File: config.mk
export PLATFORM = sky130hd
export DESIGN_NAME = cp0_unit
export DESIGN_NICKNAME = d
export VERILOG_FILES = /design/src/rtl/cp0_unit.sv
export SDC_FILE = /design/constraint.sdc
export NUM_CORES = 1
export LEC_CHECK = 0
export BUFFER_PORTS_ARGS = -buffer_cell sky130_fd_sc_hd__buf_2
export CAP_MARGIN = 20
export CORE_MARGIN = 4
export CORE_UTILIZATION = 45
export CTS_CLUSTER_SIZE = 20
export DETAILED_ROUTE_END_ITERATION = 12
export PLACE_DENSITY = 0.76
export SETUP_SLACK_MARGIN = 0.3
export SYNTH_ARGS = -nofsm -noshare
export SYNTH_HDL_FRONTEND = slang
export SYNTH_SLANG_ARGS = --single-unit
File: constraint.sdc
create_clock -name clk -period 6 [get_ports clk]
set_input_delay 1.2 -clock clk [delete_from_list [all_inputs] [get_ports clk]]
set_output_delay 1.2 -clock clk [all_outputs]
set_load 0.005 [all_outputs]
File: src/rtl/cp0_unit.sv
// cp0_unit: MIPS-style coprocessor 0 subset providing SR, Cause, EPC and PRId,
// exception and interrupt request generation, and ERET support.
//
// Ports:
//   clk       - clock; all state updates on its rising edge
//   rst       - synchronous active-high reset
//   en        - MTC0 write enable
//   addr      - CP0 register number for MFC0 read and MTC0 write
//   din       - MTC0 write data
//   pc        - PC of the victim instruction
//   bd        - victim instruction sits in a branch delay slot
//   exc_code  - pending synchronous exception code (0 = none)
//   hw_int    - level-sensitive hardware interrupt lines
//   eret      - ERET executing this cycle
//   req       - exception/interrupt request to fetch (redirect and flush)
//   epc_out   - current EPC value for the ERET redirect
//   dout      - MFC0 read data
module cp0_unit (
  input  logic        clk,
  input  logic        rst,
  input  logic        en,
  input  logic [4:0]  addr,
  input  logic [31:0] din,
  input  logic [31:0] pc,
  input  logic        bd,
  input  logic [4:0]  exc_code,
  input  logic [5:0]  hw_int,
  input  logic        eret,
  output logic        req,
  output logic [31:0] epc_out,
  output logic [31:0] dout
);

  localparam logic [4:0]  ADDR_SR   = 5'd12;
  localparam logic [4:0]  ADDR_CAUSE = 5'd13;
  localparam logic [4:0]  ADDR_EPC  = 5'd14;
  localparam logic [4:0]  ADDR_PRID = 5'd15;
  localparam logic [31:0] PRID_VAL  = 32'h2024_0001;

  // SR fields
  logic [5:0]  r_im;
  logic        r_exl;
  logic        r_ie;
  // Cause fields
  logic        r_bd;
  logic [5:0]  r_ip;
  logic [4:0]  r_exccode;
  // EPC is word aligned; only bits [31:2] are stored
  logic [29:0] r_epc;

  logic        w_int_req;
  logic        w_exc_req;
  logic        w_req;
  logic [31:0] w_victim;
  logic [31:0] w_sr;
  logic [31:0] w_cause;
  logic [31:0] w_epc;
  logic        w_wr_sr;
  logic        w_wr_epc;

  assign w_int_req = r_ie & ~r_exl & (|(hw_int & r_im));
  assign w_exc_req = ~r_exl & (exc_code != 5'd0);
  assign w_req     = w_int_req | w_exc_req;
  assign req       = w_req;

  // A delay-slot victim restarts at the branch, one word earlier (wraps).
  assign w_victim  = bd ? (pc - 32'd4) : pc;

  assign w_sr    = {16'd0, r_im, 8'd0, r_exl, r_ie};
  assign w_cause = {r_bd, 15'd0, r_ip, 3'd0, r_exccode, 2'd0};
  assign w_epc   = {r_epc, 2'b00};
  assign epc_out = w_epc;

  assign w_wr_sr  = en && (addr == ADDR_SR);
  assign w_wr_epc = en && (addr == ADDR_EPC);

  always_comb begin
    dout = '0;
    case (addr)
      ADDR_SR:    dout = w_sr;
      ADDR_CAUSE: dout = w_cause;
      ADDR_EPC:   dout = w_epc;
      ADDR_PRID:  dout = PRID_VAL;
      default:    dout = '0;
    endcase
  end

  always_ff @(posedge clk) begin
    if (rst) begin
      r_im      <= '0;
      r_exl     <= 1'b0;
      r_ie      <= 1'b0;
      r_bd      <= 1'b0;
      r_ip      <= '0;
      r_exccode <= '0;
      r_epc     <= '0;
    end else begin
      r_ip <= hw_int;
      if (w_req) begin
        // Taking the trap wins over any concurrent ERET or MTC0.
        r_exl     <= 1'b1;
        r_exccode <= w_int_req ? 5'd0 : exc_code;
        r_bd      <= bd;
        r_epc     <= w_victim[31:2];
      end else begin
        if (w_wr_sr) begin
          r_im <= din[15:10];
          r_ie <= din[0];
          // ERET overrides only the EXL bit of a same-cycle SR write.
          r_exl <= eret ? 1'b0 : din[1];
        end else if (eret) begin
          r_exl <= 1'b0;
        end
        if (w_wr_epc) begin
          r_epc <= din[31:2];
        end
      end
    end
  end

endmodule
==> flow_summary_export.csv, run 1 <==
group,metric,value,unit
outcome,status,"completed",
timing,slew_violations,0,
floorplanning,die_h,95.86,µm
clock_tree,post_cts_buffers,0,
detailed_routing,drc,0,
timing,setup_tns,0,ns
worst_setup_path,r2r-start,"r_im[3]",
placed_design,globalplace.congestion,0.9288,
timing,max_freq,0.2525,GHz
synth,synth_ff_type,"dfxtp_1",
detailed_routing,firstDrtPassIters,5,
placed_design,dpl.hpwl,8548,µm
synth,ys_warn_count,0,
synth,async_flop_share,0,%
pwr,ir_drop,0.1334,mV
placed_design,dp_slack,2.068,ns
timing,hold_violations,0,
floorplanning,io_pins,150,
synth,synth_edf_count,0,
flow_run,drv_cap,0,
timing,maxSlewHeadroom,27.49,%
global_routing,antenna_found_initial,0,
timing,rsz0062_at_grt,"false",
pwr,power.density,180.3,nW/µm²
synth,postSynthAreaPerCell,7.770,µm²
worst_setup_path,cp.required,4.80,ns
detailed_routing,avgRoutedWirePerCell,17.47,µm
global_routing,grt_overflow,0,
synth,synth-seq-cells,50,
clock_tree,cts_buffers,5,
cells_and_area,final_nets,643,
worst_setup_path,startpoint,"addr[4]",
clock_tree,clock_path_buffers,2,
clock_tree,cts-resized-gates,0,
worst_setup_path,cpMaxStageDelayCell,"and3b_2",
timing,layout_min_cycle_time,3.960,ns
detailed_routing,final_antenna_net_count,0,
worst_setup_path,cp_slowest_stage_delay,0.95,ns
placed_design,portBuffers,145,
worst_setup_path,cp_max_fo,80,
hold_path,hold_path.class,"reg -> reg",
floorplanning,num_rows,31,
cells_and_area,diodes,0,
timing,setup_viol,0,
synth,syn_inst,447,
floorplanning,dieArea,9188,µm²
synth,synth.most_common_cell,"dfxtp_1",
timing,fin_worst_skew,0.009207,ns
worst_setup_path,crit_arrival,2.76,ns
detailed_routing,wl,11480,µm
pwr,power_leakage,1.914,nW
clock_tree,clkTransAtPathRegs,0.11,ns
clock_tree,hold_buffers,0,
clock_tree,cts_root_buffer,"clkbuf_8",
global_routing,grt_usage,24.21,%
worst_setup_path,start_kind,"primary input",
worst_setup_path,crit_path_frequent_cell,"buf_2",
clock_tree,cts_tree,"done",
synth,yosys-top-cells-count,"50 x dfxtp_1, 47 x and3_1, 42 x clkbuf_1, 36 x nor2_1, 30 x a21boi_0",
cells_and_area,area_delta_synth_final,23.38,%
global_routing,grt_max_degree,81,
synth,synth_area_leaders,"dfxtp_1 29%, and3_1 8.5%, a21boi_0 6.5%, o41ai_1 4.8%, clkbuf_1 4.5%",
hold_path,min_from,"r_im[2]",
cells_and_area,layout-drive-gt1-share,29.75,%
floorplanning,die_x,95.86,µm
clock_tree,insertion_delay,0.31,ns
floorplanning,start_util,47.13,%
clock_tree,clock-sinks,50,
worst_setup_path,worstSetupPathType,"in -> out",
detailed_routing,vias_per_cell,5.992,
detailed_routing,num_vias,3937,
timing,worst_slack,2.040,ns
worst_setup_path,worstPathCellList,"buf_2 -> and3b_2 -> nand2_1 -> nor2_1 -> buf_2",
synth,synth_cell_types,47,
clock_tree,htreeDepth,2,
worst_setup_path,end_kind,"output port",
global_routing,grt_first_pass_wirelength,17710,µm
floorplanning,core_area,7370,µm²
timing,min_period_over_period,66.00,%
synth,synth_area,3473,µm²
synth,synth_top_area_cell,"dfxtp_1",
timing,worst_pin_slew,1.088,ns
detailed_routing,drtIter0Drc,292,
synth,yosysTopAreaCellShare,28.82,%
synth,synth.yosys.seq_area_share,28.82,%
global_routing,grt_pass1_vias,3547,
## worst paths after layout
path | to | slack [ns] | cells past startpoint
worst max-delay path | dout[21] | 2.04 | 5
worst min-delay path | r_im[2] | 0.49 | 2
worst max register to register | r_im[5] | 3.86 | 5
worst min register to register | r_im[2] | 0.49 | 2
## routing by layer
metal  GRT usage, %  wire [µm]  up-vias
met5              0          0        -
met4          5.213        116        0
met3          3.127        956        9
met2          38.80       5287      175
met1          34.65       5116     1820
li1               -          -     1933
## cell usage in the layout (no fill, tap or decap), types with 9 or more instances in the layout
master / count
buf_2: 145
dfxtp_1: 50
and3_1: 47
nor2_1: 36
a21boi_0: 30
nand2_1: 26
nor4_1: 22
o41ai_1: 19
a31oi_1: 15
mux2i_1: 13
or4_1: 13
a21oi_1: 12
a211oi_1: 12
a22oi_1: 9
xnor2_1: 9
o31ai_1: 9
## where the power goes
group / internal, mW / total (mW) / switching, mW
registers: 0.357 / 0.377 / 0.0200
logic: 0.0812 / 0.182 / 0.101
clock network: 0.0861 / 0.214 / 0.127
total: 0.524 / 0.773 / 0.248
## cells by family (layout without fill, tap and decap cells)
family / Yosys count / after routing / share of synthesized area (%)
simple gates: 195 / 195 / 32.38
compound gates: 122 / 122 / 25.50
buf+inv: 54 / 164 / 6.304
flops: 50 / 50 / 28.82
mux: 13 / 13 / 3.746
xor+xnor: 11 / 11 / 2.774
fa+ha+maj: 1 / 1 / 0.3602
other cells: 1 / 2 / 0.1080
## sequential cells by signal (all words and copies together), names as in the netlist
register and flops:
r_exccode 5, r_im 6, r_ip 6, r_ie 1, r_exl 1, r_bd 1, r_epc 30
## area by class of cell
cell class | count | area (µm²)
inverter | 6 | 22.52
clock buffer | 5 | 68.82
sequential | 50 | 1001
fill | 719 | 3084
multi-input combinational | 344 | 2280
tap | 99 | 123.9
clock inverter | 3 | 26.28
timing repair buffer | 150 | 763.2
## critical path, delay by kind of cell
kind                   cells  cell delay [ns]
buffers and inverters      2             0.22
and+or+nand+nor            3             1.31
## metrics by stage
stage / cells / hold WS (ns) / power [mW] / area [µm²] / util (%)
floorplan: 448 / 0.4468 / 0.4786 / 3477 / -
global placement: 649 / 0.4569 / 0.5608 / 4190 / 56.86
global route: 657 / 0.5130 / 0.8115 / 4285 / 58.15
detailed placement: 649 / 0.4677 / 0.5650 / 4190 / 56.86
CTS: 657 / 0.4909 / 0.7737 / 4285 / 58.15
finish: 657 / 0.4925 / 0.7726 / 4285 / 58.15
Note: power is estimated with default switching activity, not from simulation.
==> run 2: changes to the inputs <==
Clock period 6 ns to 4 ns, I/O delays scaled along.
==> flow_summary_export.csv, run 2 (synthesized netlist as in run 1, its figures left out) <==
group,metric,value,unit
detailed_routing,final_antenna_net_count,0,
global_routing,grt_first_pass_wirelength,17260,µm
cells_and_area,largest-register,"r_epc",
placed_design,dpl.hpwl,8638,µm
clock_tree,cts_buffers,5,
clock_tree,post_cts_buffers,0,
timing,setup_viol,0,
global_routing,antenna_found_initial,0,
worst_setup_path,crit_family,"simple AND/OR/NAND/NOR gates",
cells_and_area,largest_reg_flops,30,
worst_setup_path,worstSetupPathType,"in -> out",
cells_and_area,final_cell_mix,"145 x buf_2, 50 x dfxtp_1, 47 x and3_1, 36 x nor2_1, 30 x a21boi_0",
clock_tree,cts_root_buffer,"clkbuf_8",
worst_setup_path,path_buf_inv,2,
floorplanning,core_area,7370,µm²
worst_setup_path,worstPathCellList,"buf_2 -> nor2b_1 -> a22oi_1 -> nor2_1 -> buf_2",
floorplanning,num_rows,31,
detailed_routing,num_vias,3963,
hold_path,min_from,"r_im[2]",
cells_and_area,layout-drive-gt1-share,30.12,%
worst_setup_path,cp.depth,5,
timing,fin_worst_skew,0.005066,ns
detailed_routing,drc,0,
worst_setup_path,crit_path_frequent_cell,"buf_2",
cells_and_area,layout_commonest_cell,"buf_2",
cells_and_area,final_cells,660,
timing,setup_tns,0,ns
pwr,power.density,277.3,nW/µm²
pwr,power_leakage,1.930,nW
worst_setup_path,cp.required,3.20,ns
floorplanning,dieArea,9188,µm²
flow_run,drv_cap,0,
detailed_routing,wl,11380,µm
clock_tree,clock-sinks,50,
timing,slew_violations,0,
outcome,status,"completed",
clock_tree,insertion_delay,0.30,ns
timing,worst_pin_slew,0.8787,ns
global_routing,grt_overflow,0,
placed_design,globalplace.congestion,0.9067,
worst_setup_path,worst_r2r_endpoint,"r_im[5]",
global_routing,grt_max_degree,60,
timing,layout_min_cycle_time,2.901,ns
detailed_routing,vias_per_cell,6.005,
clock_tree,cts-resized-gates,0,
clock_tree,cts_tree,"done",
floorplanning,io_pins,150,
cells_and_area,final_nets,646,
floorplanning,die_h,95.86,µm
floorplanning,start_util,47.13,%
cells_and_area,diodes,0,
hold_path,hold_path.class,"reg -> reg",
timing,rsz0062_at_grt,"false",
clock_tree,htreeDepth,2,
worst_setup_path,cp_max_fo,14,
cells_and_area,reg_top3,"r_epc x30, r_im x6, r_ip x6",
worst_setup_path,r2r_cells,5,
worst_setup_path,cp_slowest_stage_delay,0.64,ns
global_routing,grt_usage,23.60,%
clock_tree,hold_buffers,0,
timing,min_period_over_period,72.53,%
detailed_routing,avgRoutedWirePerCell,17.25,µm
hold_path,holdPathStages,2,
cells_and_area,final_util,58.71,%
worst_setup_path,crit_arrival,2.10,ns
pwr,power,1.200,mW
timing,hold_violations,0,
detailed_routing,firstDrtPassIters,4,
global_routing,grt_pass1_vias,3470,
placed_design,portBuffers,145,
hold_path,worstHoldEndpoint,"r_im[2]",
worst_setup_path,r2r-start,"r_im[3]",
pwr,ir_drop,0.1686,mV
clock_tree,clkTransAtPathRegs,0.09,ns
clock_tree,clock_path_buffers,2,
timing,maxSlewHeadroom,41.36,%
worst_setup_path,end_kind,"output port",
worst_setup_path,regToRegSetupSlack,1.83,ns
timing,max_freq,0.3447,GHz
cells_and_area,fillCellCount,672,
detailed_routing,drtIter0Drc,247,
worst_setup_path,cpMaxStageDelayCell,"nor2b_1",
placed_design,placedCellCount,652,
floorplanning,die_x,95.86,µm
worst_setup_path,start_kind,"primary input",
cells_and_area,area_delta_synth_final,24.57,%
[run 2: cell count changes in the layout (fill, tap and decap cells not counted), sizes merged]
cell      delta
clkinvlp     +2
bufinv       +1
buf          +3
clkinv       -1
inv          -2
[run 2: worst max path at each step]
| stage | startpoint | endpoint | slack (ns) |
|---|---|---|---|
| 6_report | addr[0] | dout[5] | 1.10 |
| 2_1_floorplan | addr[4] | dout[18] | 1.29 |
| 4_1_cts | addr[0] | dout[12] | 1.08 |
| 3_3_place_gp | addr[0] | dout[12] | 1.13 |
| 3_5_place_dp | addr[0] | dout[12] | 1.08 |
| 5_1_grt | addr[0] | dout[4] | 0.92 |
[run 2: metrics by stage]
stage / area [µm²] / hold WS, ns / setup WS [ns]
4_1_cts: 4327 / 0.4837 / 1.082
5_1_grt: 4327 / 0.5013 / 0.9244
6_report: 4327 / 0.4852 / 1.099
3_3_place_gp: 4213 / 0.4572 / 1.125
2_1_floorplan: 3477 / 0.4468 / 1.294
3_5_place_dp: 4213 / 0.4662 / 1.085
[run 2: cell type report]
type | count | area, µm² | share of cell area (%)
clock buffers | 5 | 68.82 | 1.591
clock inverters | 3 | 45.04 | 1.041
inverters | 6 | 22.52 | 0.5205
multi-input cells | 344 | 2280 | 52.69
flip-flops and latches | 50 | 1001 | 23.13
well taps | 99 | 123.9 | 2.863
repair buffers | 153 | 785.8 | 18.16
[run 2: where the power goes]
| group | leakage (nW) | internal, mW | switching, mW | total [mW] |
|---|---|---|---|---|
| Clock | 0.0504 | 0.186 | 0.172 | 0.358 |
| Combinational | 1.47 | 0.123 | 0.152 | 0.275 |
| Sequential | 0.414 | 0.535 | 0.0313 | 0.567 |
| Total | 1.93 | 0.844 | 0.355 | 1.20 |
[run 2: worst min-delay path: cells and delay by family, from the launching register on]
kind	cells	cell delay, ns
flops	1	0.33
simple gates	1	0.06
mux	1	0.05
[run 2: routing by layer]
layer / wire, µm / vias up / GRT usage, %
li1: - / 1933 / -
met1: 5168 / 1838 / 33.88
met2: 5168 / 178 / 37.00
met3: 840 / 14 / 2.189
met4: 207 / 0 / 7.938
met5: 0 / - / 0
